<file path="src/rtl/xspi_arb_pkg.sv">
// Shared types and constants for the XSPI command arbiter.
// Grant encoding doubles as the last_grant / owner register value.
package xspi_arb_pkg;

  typedef enum logic [1:0] {
    IDLE  = 2'd0,
    ISSUE = 2'd1,
    BUSY  = 2'd2,
    DONE  = 2'd3
  } arb_state_e;

  localparam logic       GRANT_AHB  = 1'b0;
  localparam logic       GRANT_SPL  = 1'b1;
  localparam logic [2:0] SPL_SIZE   = 3'b000;
  localparam logic [7:0] AHB_OPCODE = 8'h00;

  // Round-robin pick; only meaningful when at least one requester is pending.
  function automatic logic pick_grant(input logic ahb_v, input logic spl_v, input logic last);
    if (ahb_v && spl_v) begin
      return ~last;
    end else if (spl_v) begin
      return GRANT_SPL;
    end else begin
      return GRANT_AHB;
    end
  endfunction

endpackage

</file>
<file path="src/rtl/xspi_arb_wdog.sv">
// BUSY-phase watchdog: up-counter from zero, terminal count at TIMEOUT-1.
// Counter holds at terminal count until the next clear.
module xspi_arb_wdog #(
  parameter int TO_WIDTH = 12,
  parameter int TIMEOUT  = 4095
) (
  input  logic clk,
  input  logic rst,
  input  logic clear,
  input  logic enable,
  output logic tc
);

  localparam logic [TO_WIDTH-1:0] TC_VAL = TO_WIDTH'(TIMEOUT - 1);

  logic [TO_WIDTH-1:0] cnt_q;
  logic [TO_WIDTH-1:0] cnt_d;

  assign tc = enable && (cnt_q == TC_VAL);

  always_comb begin
    cnt_d = cnt_q;
    if (clear) begin
      cnt_d = '0;
    end else if (enable && !tc) begin
      cnt_d = cnt_q + 1'b1;
    end
  end

  always_ff @(posedge clk) begin
    if (rst) begin
      cnt_q <= '0;
    end else begin
      cnt_q <= cnt_d;
    end
  end

endmodule

</file>
<file path="src/rtl/xspi_cmd_arbiter.sv">
// Arbitrates the AHB command path and the special-instruction requester
// onto the single XSPI memory-controller command port.
//
// state | meaning
// IDLE  | pick a requester (round-robin on tie), capture payload
// ISSUE | mc_cmd_valid held until the controller takes the command
// BUSY  | wait for mc_xfer_done, watchdog running
// DONE  | one-cycle bubble; ack pulse when the owner is SPL
module xspi_cmd_arbiter
  import xspi_arb_pkg::*;
#(
  parameter int LEN_WIDTH = 10,
  parameter int TO_WIDTH  = 12,
  parameter int TIMEOUT   = 4095
) (
  input  logic                 mem_clk,
  input  logic                 mem_rst,
  input  logic                 ahb_cmd_valid,
  output logic                 ahb_cmd_ready,
  input  logic [31:0]          ahb_addr,
  input  logic                 ahb_write,
  input  logic [LEN_WIDTH-1:0] ahb_len,
  input  logic [2:0]           ahb_size,
  input  logic                 spl_instr_req,
  input  logic [7:0]           spl_instr_opcode,
  input  logic [31:0]          spl_instr_addr,
  input  logic                 spl_instr_write,
  input  logic [LEN_WIDTH-1:0] spl_instr_len,
  output logic                 spl_instr_ack,
  output logic                 spl_instr_stall,
  output logic                 mc_cmd_valid,
  input  logic                 mc_cmd_ready,
  output logic [31:0]          mc_cmd_addr,
  output logic                 mc_cmd_write,
  output logic [LEN_WIDTH-1:0] mc_cmd_len,
  output logic [2:0]           mc_cmd_size,
  output logic                 mc_cmd_spl,
  output logic [7:0]           mc_cmd_opcode,
  input  logic                 mc_xfer_done,
  input  logic                 err_clr,
  output logic                 xfer_timeout
);

  arb_state_e state_q, state_d;
  logic       last_grant_q, last_grant_d;
  logic       owner_q, owner_d;
  logic       timeout_q, timeout_d;

  logic [31:0]          addr_q, addr_d;
  logic                 write_q, write_d;
  logic [LEN_WIDTH-1:0] len_q, len_d;
  logic [2:0]           size_q, size_d;
  logic                 spl_q, spl_d;
  logic [7:0]           opcode_q, opcode_d;

  logic any_req;
  logic sel;
  logic timeout_set;
  logic wdog_clr;
  logic wdog_en;
  logic wdog_tc;

  assign any_req = ahb_cmd_valid | spl_instr_req;
  assign sel     = pick_grant(ahb_cmd_valid, spl_instr_req, last_grant_q);

  xspi_arb_wdog #(
    .TO_WIDTH (TO_WIDTH),
    .TIMEOUT  (TIMEOUT)
  ) u_wdog (
    .clk    (mem_clk),
    .rst    (mem_rst),
    .clear  (wdog_clr),
    .enable (wdog_en),
    .tc     (wdog_tc)
  );

  always_comb begin
    state_d       = state_q;
    last_grant_d  = last_grant_q;
    owner_d       = owner_q;
    addr_d        = addr_q;
    write_d       = write_q;
    len_d         = len_q;
    size_d        = size_q;
    spl_d         = spl_q;
    opcode_d      = opcode_q;
    ahb_cmd_ready = 1'b0;
    wdog_clr      = 1'b0;
    wdog_en       = 1'b0;
    timeout_set   = 1'b0;

    unique case (state_q)
      IDLE: begin
        if (any_req) begin
          state_d      = ISSUE;
          owner_d      = sel;
          last_grant_d = sel;
          if (sel == GRANT_AHB) begin
            ahb_cmd_ready = 1'b1;
            addr_d        = ahb_addr;
            write_d       = ahb_write;
            len_d         = ahb_len;
            size_d        = ahb_size;
            spl_d         = 1'b0;
            opcode_d      = AHB_OPCODE;
          end else begin
            addr_d   = spl_instr_addr;
            write_d  = spl_instr_write;
            len_d    = spl_instr_len;
            size_d   = SPL_SIZE;
            spl_d    = 1'b1;
            opcode_d = spl_instr_opcode;
          end
        end
      end
      ISSUE: begin
        // A done pulse coincident with ready belongs to nothing we issued.
        if (mc_cmd_ready) begin
          state_d  = BUSY;
          wdog_clr = 1'b1;
        end
      end
      BUSY: begin
        wdog_en = 1'b1;
        if (mc_xfer_done) begin
          state_d = DONE;
        end else if (wdog_tc) begin
          state_d     = DONE;
          timeout_set = 1'b1;
        end
      end
      DONE: begin
        state_d = IDLE;
      end
      default: begin
        state_d = IDLE;
      end
    endcase

    timeout_d = timeout_q;
    if (timeout_set) begin
      timeout_d = 1'b1;
    end else if (err_clr) begin
      timeout_d = 1'b0;
    end
  end

  always_ff @(posedge mem_clk) begin
    if (mem_rst) begin
      state_q      <= IDLE;
      last_grant_q <= GRANT_SPL;
      owner_q      <= GRANT_AHB;
      timeout_q    <= 1'b0;
      addr_q       <= '0;
      write_q      <= 1'b0;
      len_q        <= '0;
      size_q       <= '0;
      spl_q        <= 1'b0;
      opcode_q     <= '0;
    end else begin
      state_q      <= state_d;
      last_grant_q <= last_grant_d;
      owner_q      <= owner_d;
      timeout_q    <= timeout_d;
      addr_q       <= addr_d;
      write_q      <= write_d;
      len_q        <= len_d;
      size_q       <= size_d;
      spl_q        <= spl_d;
      opcode_q     <= opcode_d;
    end
  end

  assign mc_cmd_valid    = (state_q == ISSUE);
  assign spl_instr_ack   = (state_q == DONE) && (owner_q == GRANT_SPL);
  assign spl_instr_stall = (state_q != IDLE) && (owner_q == GRANT_SPL);
  assign mc_cmd_addr     = addr_q;
  assign mc_cmd_write    = write_q;
  assign mc_cmd_len      = len_q;
  assign mc_cmd_size     = size_q;
  assign mc_cmd_spl      = spl_q;
  assign mc_cmd_opcode   = opcode_q;
  assign xfer_timeout    = timeout_q;

endmodule

</file>
<file path="config.mk">
export PLATFORM = sky130hd
export DESIGN_NAME = xspi_cmd_arbiter
export DESIGN_NICKNAME = d
export VERILOG_FILES = /design/src/rtl/xspi_arb_pkg.sv /design/src/rtl/xspi_arb_wdog.sv /design/src/rtl/xspi_cmd_arbiter.sv
export SDC_FILE = /design/constraint.sdc
export NUM_CORES = 1
export LEC_CHECK = 0
export BUFFER_PORTS_ARGS = -buffer_cell sky130_fd_sc_hd__buf_2
export CAP_MARGIN = 20
export CORE_MARGIN = 2
export CORE_UTILIZATION = 48
export CTS_CLUSTER_SIZE = 16
export DETAILED_ROUTE_END_ITERATION = 16
export PLACE_DENSITY = 0.94
export SLEW_MARGIN = 20
export SYNTH_ARGS = -nofsm -noshare
export SYNTH_HDL_FRONTEND = slang
export SYNTH_HIERARCHICAL = 1
export SYNTH_SLANG_ARGS = --single-unit
</file>
<file path="constraint.sdc">
create_clock -name mem_clk -period 4 [get_ports mem_clk]
set_input_delay 0.2 -clock mem_clk [delete_from_list [all_inputs] [get_ports mem_clk]]
set_output_delay 0.2 -clock mem_clk [all_outputs]
set_load 0.02 [all_outputs]
</file>
## Word level (Yosys, flattened, before mapping)

Index checks and enable logic that the tools add are counted.

| storage, ports and cells | value |
|---|---|
| flip-flop bits (word level) | 72 |
| input port bits | 104 |
| output and inout bits | 60 |

| operators by class | value |
|---|---|
| add/sub/neg operators | 1 |
| equal/unequal tests | 7 |
| muxes and demuxes | 24 |
| bitwise operators | 2 |
| reductions and logical operators | 12 |

Operators with widths:

| operator | count |
|---|---|
| 32-bit 2-to-1 mux | 1 |
| 1-bit 2-to-1 mux | 15 |
| 12-bit by 1-bit adder with 12-bit output (second input constant) | 1 |
| 12-bit equality test (second input constant) | 1 |
| 10-bit 2-to-1 mux | 1 |
| 2-bit 2-to-1 mux | 4 |
| 8-bit 2-to-1 mux | 1 |
| 2-bit case mux with 4 select lines | 1 |
| 1-bit logical AND | 5 |
| 2-bit equality test (second input constant) | 2 |
| 2-bit nonzero test | 2 |
| 3-bit 2-to-1 mux | 1 |
| 3-bit by 2-bit inequality test with 1-bit output (second input constant) | 1 |
| 3-bit AND reduction | 1 |
| 2-bit by 1-bit equality test with 1-bit output (second input constant) | 1 |
| 2-bit logical NOT | 1 |
| 2-bit by 1-bit inequality test with 1-bit output (second input constant) | 1 |
| 2-bit inequality test (second input constant) | 1 |
| 2-bit AND reduction | 1 |
| 2-bit OR reduction | 1 |
| 1-bit logical NOT | 1 |
| 1-bit NOT | 1 |
| 1-bit bitwise OR | 1 |

## Longest topological paths before layout

| depth | value |
|---|---|
| word-level depth | 7 |
| depth in mapped cells | 8 |
| mapped depth without buffers | 8 |

## Cells and area by module

The synthesis kept the hierarchy.

Modules (own cells, without submodules):

| module | instances | cells each | area each (um2) |
|---|---|---|---|
| xspi_cmd_arbiter | 1 | 228 | 2412.3 |
| xspi_arb_wdog | 1 | 71 | 645.6 |

## Least setup slack after synthesis

No wires, ideal clock.

| timing | value |
|---|---|
| path kind | register -> register |
| from | register u_wdog.cnt_q[0] |
| to | register state_q[0] |
| setup time | 0.086 ns |
| arrival time | 1.756 ns |
| required time | 3.914 ns |
| setup slack | 2.158 ns |
| cell stages (with the launch flop) | 9 |
| buffers on the path | 0 |
| period minus slack after synthesis | 1.842 ns |
| cell sequence | dfxtp_1 inv_1 ha_1 nand3_1 nor3_2 and2_1 nor3b_1 or3_1 a211oi_1 |

| between the ends | value |
|---|---|
| word-level cells in the longest chain between the ends | 4 |

RTL lines:

| item | line | text |
|---|---|---|
| from (decl) | xspi_arb_wdog.sv:16 | `logic [TO_WIDTH-1:0] cnt_q;` |
| from (signal assigned) | xspi_arb_wdog.sv:34 | `cnt_q <= cnt_d;` |
| 12-bit equality test | xspi_arb_wdog.sv:19 | `assign tc = enable && (cnt_q == TC_VAL);` |
| 1-bit logical AND | xspi_arb_wdog.sv:19 |  |
| via wdog_tc | xspi_cmd_arbiter.sv:61 | `logic wdog_tc;` |
| 3-bit by 2-bit inequality test with 1-bit output (no source line) | n/a |  |
| 3-bit AND reduction (no source line) | n/a |  |
| to (signal assigned) | xspi_cmd_arbiter.sv:161 | `state_q <= state_d;` |
| to (decl) | xspi_cmd_arbiter.sv:44 | `arb_state_e state_q, state_d;` |

The timed path passes the listed nets, and every way through them passes these cells.
A chain may end at the register's enable or synchronous reset.

## Worst setup path after layout

| timing | value |
|---|---|
| from | register state_q[0] |
| to | register len_q[6], in the netlist mc_cmd_len[6] |

| between the ends | value |
|---|---|
| word-level cells in the longest chain between the ends | 2 |

RTL lines:

| item | line | text |
|---|---|---|
| 2-bit logical NOT | xspi_cmd_arbiter.sv:92 | `unique case (state_q)` |
| 2-bit AND reduction (no source line) | n/a |  |
| to (signal assigned) | xspi_cmd_arbiter.sv:167 | `len_q <= len_d;` |
| to (decl) | xspi_cmd_arbiter.sv:51 | `logic [LEN_WIDTH-1:0] len_q, len_d;` |

No other way between the ends.

==> metrics.sh <==
DIE_WIDTH_UM=83.8
RUN_STATUS='complete, no violations'
REPORT.POWER.TOTAL_mW=2.38
WORSTPATHCELLLIST='inv_1 > ha_1 > and2_1 > and3_1 > buf_4 > a221o_1'
REG2REGPATHDEPTH=6
CELLPOWERDENSITY_nW_PER_UM2=582
FLOORPLAN.INITIALDENSITY_PCT=49.0
ANTENNA_VIOLATING_NETS_POST_ROUTE=0
CTS_SINKS=71
DIODES=0
ANTENNA_FOUND_INITIAL=0
CLOCK_SKEW_NS=0.00993
RELSLEWSLACK_PCT=57.9
SYNTH.AVG_CELL_AREA_UM2=10.2
SETUP.REG_TO_REG.WORST_SLACK_NS=1.48
HOLDPATHEND='mc_cmd_addr[18]$_SDFFE_PP0P_'
TRITONCTS='yes'
CRIT_TYPE='register to register'
CTS_BUFFER_DEPTH=2
IO_BUFFER_COUNT=163
ROUTABILITYCONGESTION=0.802
RESIZED_CELLS_POST_CTS=0
GRT_FIRST_PASS_WIRELENGTH_UM=13500
INITIAL_DRC_COUNT=157
DIEHEIGHT_UM=83.8
WL_PER_CELL_UM=15.9
HOLD-PATH-CELL-COUNT=2
SLOWEST_CELL_ON_THE_CRITICAL_PATH='and3_1'
YOSYS_MOST_USED_DFF='dfxtp_1'
PLACE_AREA_UM2=3870
HOLD_START='ahb_addr[18]'
FINALHOLDVIOLATIONS=0
CTS_ROOT_BUFFER='clkbuf_8'
PIN_COUNT_OF_THE_BIGGEST_NET_ENTERING_GLOBAL_ROUTING=57
SYNTH_EDF_COUNT=0
CTS_HOLD_REPAIR.BUFFERS=0
DRIVE_GT1_SHARE_PCT=42.0
SLEW_VIOLATIONS=0
FINALWIRELENGTH_UM=8470
DP_HPWL_UM=6060
NETS=563
CTS-BUFFERS-INSERTED=9
SYNTH_ASYNC_SR_FLOP_SHARE_PCT=0
DRV_CAP=0
SYNTH_CELLS=299
FIN_SETUP_TNS_NS=0
HOLD_REMOVAL_PATH_CLASS='input port to register'
DIE_AREA_UM2=7020
REMAINING_DRC_ERRORS=0
CLOCK_LATENCY_NS=0.33
CORE_REGION_AREA_UM2=6240
STDCELL_AREA_UM2=4090
SETUP_VIOL=0
SYN-CELL-AREA_UM2=3060
WORST_SETUP_PATH_END_KIND='register'
YS_WARN_COUNT=6
WORSTSETUPSTARTPOINTTYPE='register'
DR.PASS1.ITERS=5
HTREE_LEVELS=3
YS_SEQ_AREA_SHARE_PCT=46.5
GLOBALROUTEOVERFLOWTOTAL=0
GRT_SETUP_UNREPAIRED='false'
CTS_POST_SETUP_BUFFERS_INSERTED=0
CRITICAL_PATH_ARRIVAL_NS=2.79
DESIGN.PORTCOUNT=164
IR_WORST_VDD_uV=341
POST-ROUTE-WORST-SETUP-SLACK_NS=1.48
FLOORPLAN.ROWS=29
MAX_STAGE_DELAY_NS=0.57
WORST_R2R_ENDPOINT='mc_cmd_len[6]$_SDFFE_PP0P_'
NETLIST-CELL-TYPE-COUNT=43
CLOCK_TRANSITION_AT_PATH_REGS_NS=0.08
PRECTSSETUPSLACK_NS=1.52
FLOP_AND_LATCH_COUNT_OUT_OF_SYNTHESIS=71
SYNTH_NETS=410
PATH_MAX_FANOUT=31
P_LEAK_nW=2.09
VIASPERCELL=5.78
MIN_PERIOD_OVER_PERIOD_PCT=63.1
WORST_PIN_SLEW_NS=0.632
WORSTREG2REGSTART='state_q[0]$_SDFFE_PP0P_'
CP.REQUIRED_NS=4.27
GRT_UTIL_ALL_LAYERS_PCT=23.8
FLOW.AREA_GROWTH_FROM_SYNTHESIS_PCT=33.8
NUMBER_OF_GLOBAL_ROUTE_VIAS_BEFORE_REPAIR=3001
MAX_FREQ_GHz=0.396
DR_TOTAL_VIAS=3087
MIN_PERIOD_NS=2.52
-- critical path, delay by kind of cell (launching register included) --
family / cells / cell delay, ns
AO/OA/AOI/OAI: 1 / 0.21
AND/OR/NAND/NOR: 2 / 0.99
flip-flops: 1 / 0.34
buffers and inverters: 2 / 0.55
adder cells (fa/ha/maj): 1 / 0.36
-- synth_stat cells (2+ instances only) --
cell type  number  area, µm²
dfxtp_1        71       1420
a221o_1        44        440
and3_1         44        275
nor2_1         17       63.8
clkbuf_1       11       41.3
nand2_1        11       41.3
a21oi_1         9       45.0
a32oi_1         8       70.1
buf_2           8       40.0
inv_1           8       30.0
ha_1            7       87.6
and2_1          5       31.3
buf_6           5       56.3
nand3_1         4       20.0
o2111ai_1       4       35.0
o21ai_0         3       15.0
o311ai_0        3       26.3
o41ai_1         3       26.3
or3_1           3       18.8
a211oi_1        2       15.0
nor2b_1         2       12.5
nor3b_1         2       15.0
o21ai_1         2       10.0
or4_1           2       15.0
xnor2_1         2       17.5
xor2_1          2       17.5
-- final cells by class --
cell class / instances / area, µm²
fillers: 515 / 2150
multi-input cells: 195 / 1480
flip-flops and latches: 71 / 1420
repair buffers: 166 / 858
clock buffers: 11 / 141
well taps: 77 / 96.3
clock inverters: 5 / 57.6
inverters: 9 / 33.8
-- stage by stage --
stage	cells	hold WS [ns]	utilization, %
2_1_floorplan	299	0.338	-
3_3_place_gp	517	0.423	61.9
3_5_place_dp	517	0.425	61.9
4_1_cts	533	0.0653	65.1
5_1_grt	534	0.0741	65.6
6_report	534	0.0855	65.6
-- how the worst max path moves through the flow --
stage,to,cells after the start,start,slack (ns)
2_1_floorplan,state_q[0]$_SDFFE_PP0P_,8,u_wdog/cnt_q[0]$_SDFFE_PP0P_,2.16
3_3_place_gp,mc_cmd_addr[1]$_SDFFE_PP0P_,6,state_q[0]$_SDFFE_PP0P_,1.67
3_5_place_dp,mc_cmd_len[6]$_SDFFE_PP0P_,6,state_q[1]$_SDFFE_PP0P_,1.52
4_1_cts,mc_cmd_len[6]$_SDFFE_PP0P_,6,state_q[0]$_SDFFE_PP0P_,1.51
5_1_grt,mc_cmd_addr[27]$_SDFFE_PP0P_,6,state_q[1]$_SDFFE_PP0P_,1.34
6_report,mc_cmd_len[6]$_SDFFE_PP0P_,6,state_q[0]$_SDFFE_PP0P_,1.48
-- placed cells by master (no fill, tap or decap), drive strengths merged, types with 2 or more instances in the layout --
cell type	n
o41ai	3
clkinv	4
o211ai	2
o2111ai	4
o21ai	5
a21oi	9
inv	9
nor2b	2
nor2	17
o311ai	3
a221o	44
or4	2
and2	5
xor2	2
nand3	4
clkbuf	11
nor3b	2
nand4	2
xnor2	2
and3	45
buf	166
o31ai	2
ha	7
dfxtp	71
nand2	11
a32oi	8
or3	3
a211oi	3
-- where the power goes --
part / total, mW / switching [mW] / internal, mW
sequential: 0.946 / 0.0851 / 0.861
clock: 0.560 / 0.255 / 0.305
combinational: 0.874 / 0.529 / 0.346
total: 2.38 / 0.869 / 1.51
-- routing by layer --
layer / wire [µm] / part of all wire [%] / vias to the layer above / GRT usage (%)
li1: - / - / 1476 / -
met5: 0 / 0 / - / 0
met1: 3400 / 40 / 1463 / 26.9
met3: 544 / 6.4 / 14 / 4.75
met2: 4350 / 51 / 134 / 42.3
met4: 171 / 2.0 / 0 / 11.7
-- sequential cells by signal (all words and copies together) (netlist names) --
name	flops
mc_cmd_write	1
last_grant_q	1
mc_cmd_addr	32
mc_cmd_len	10
xfer_timeout	1
state_q	2
u_wdog/cnt_q	12
mc_cmd_opcode	8
mc_cmd_size	3
mc_cmd_spl	1
-- cell families after synthesis --
family | Yosys count | share of synthesized area, %
buffers and inverters | 33 | 5.61
adders and majority gates | 7 | 2.86
and+or+nand+nor | 100 | 19.3
xor gates and xnor gates | 4 | 1.15
AOI/OAI and AO/OA | 84 | 24.6
DFF | 71 | 46.5
Note: power is estimated with default switching activity, not from simulation.
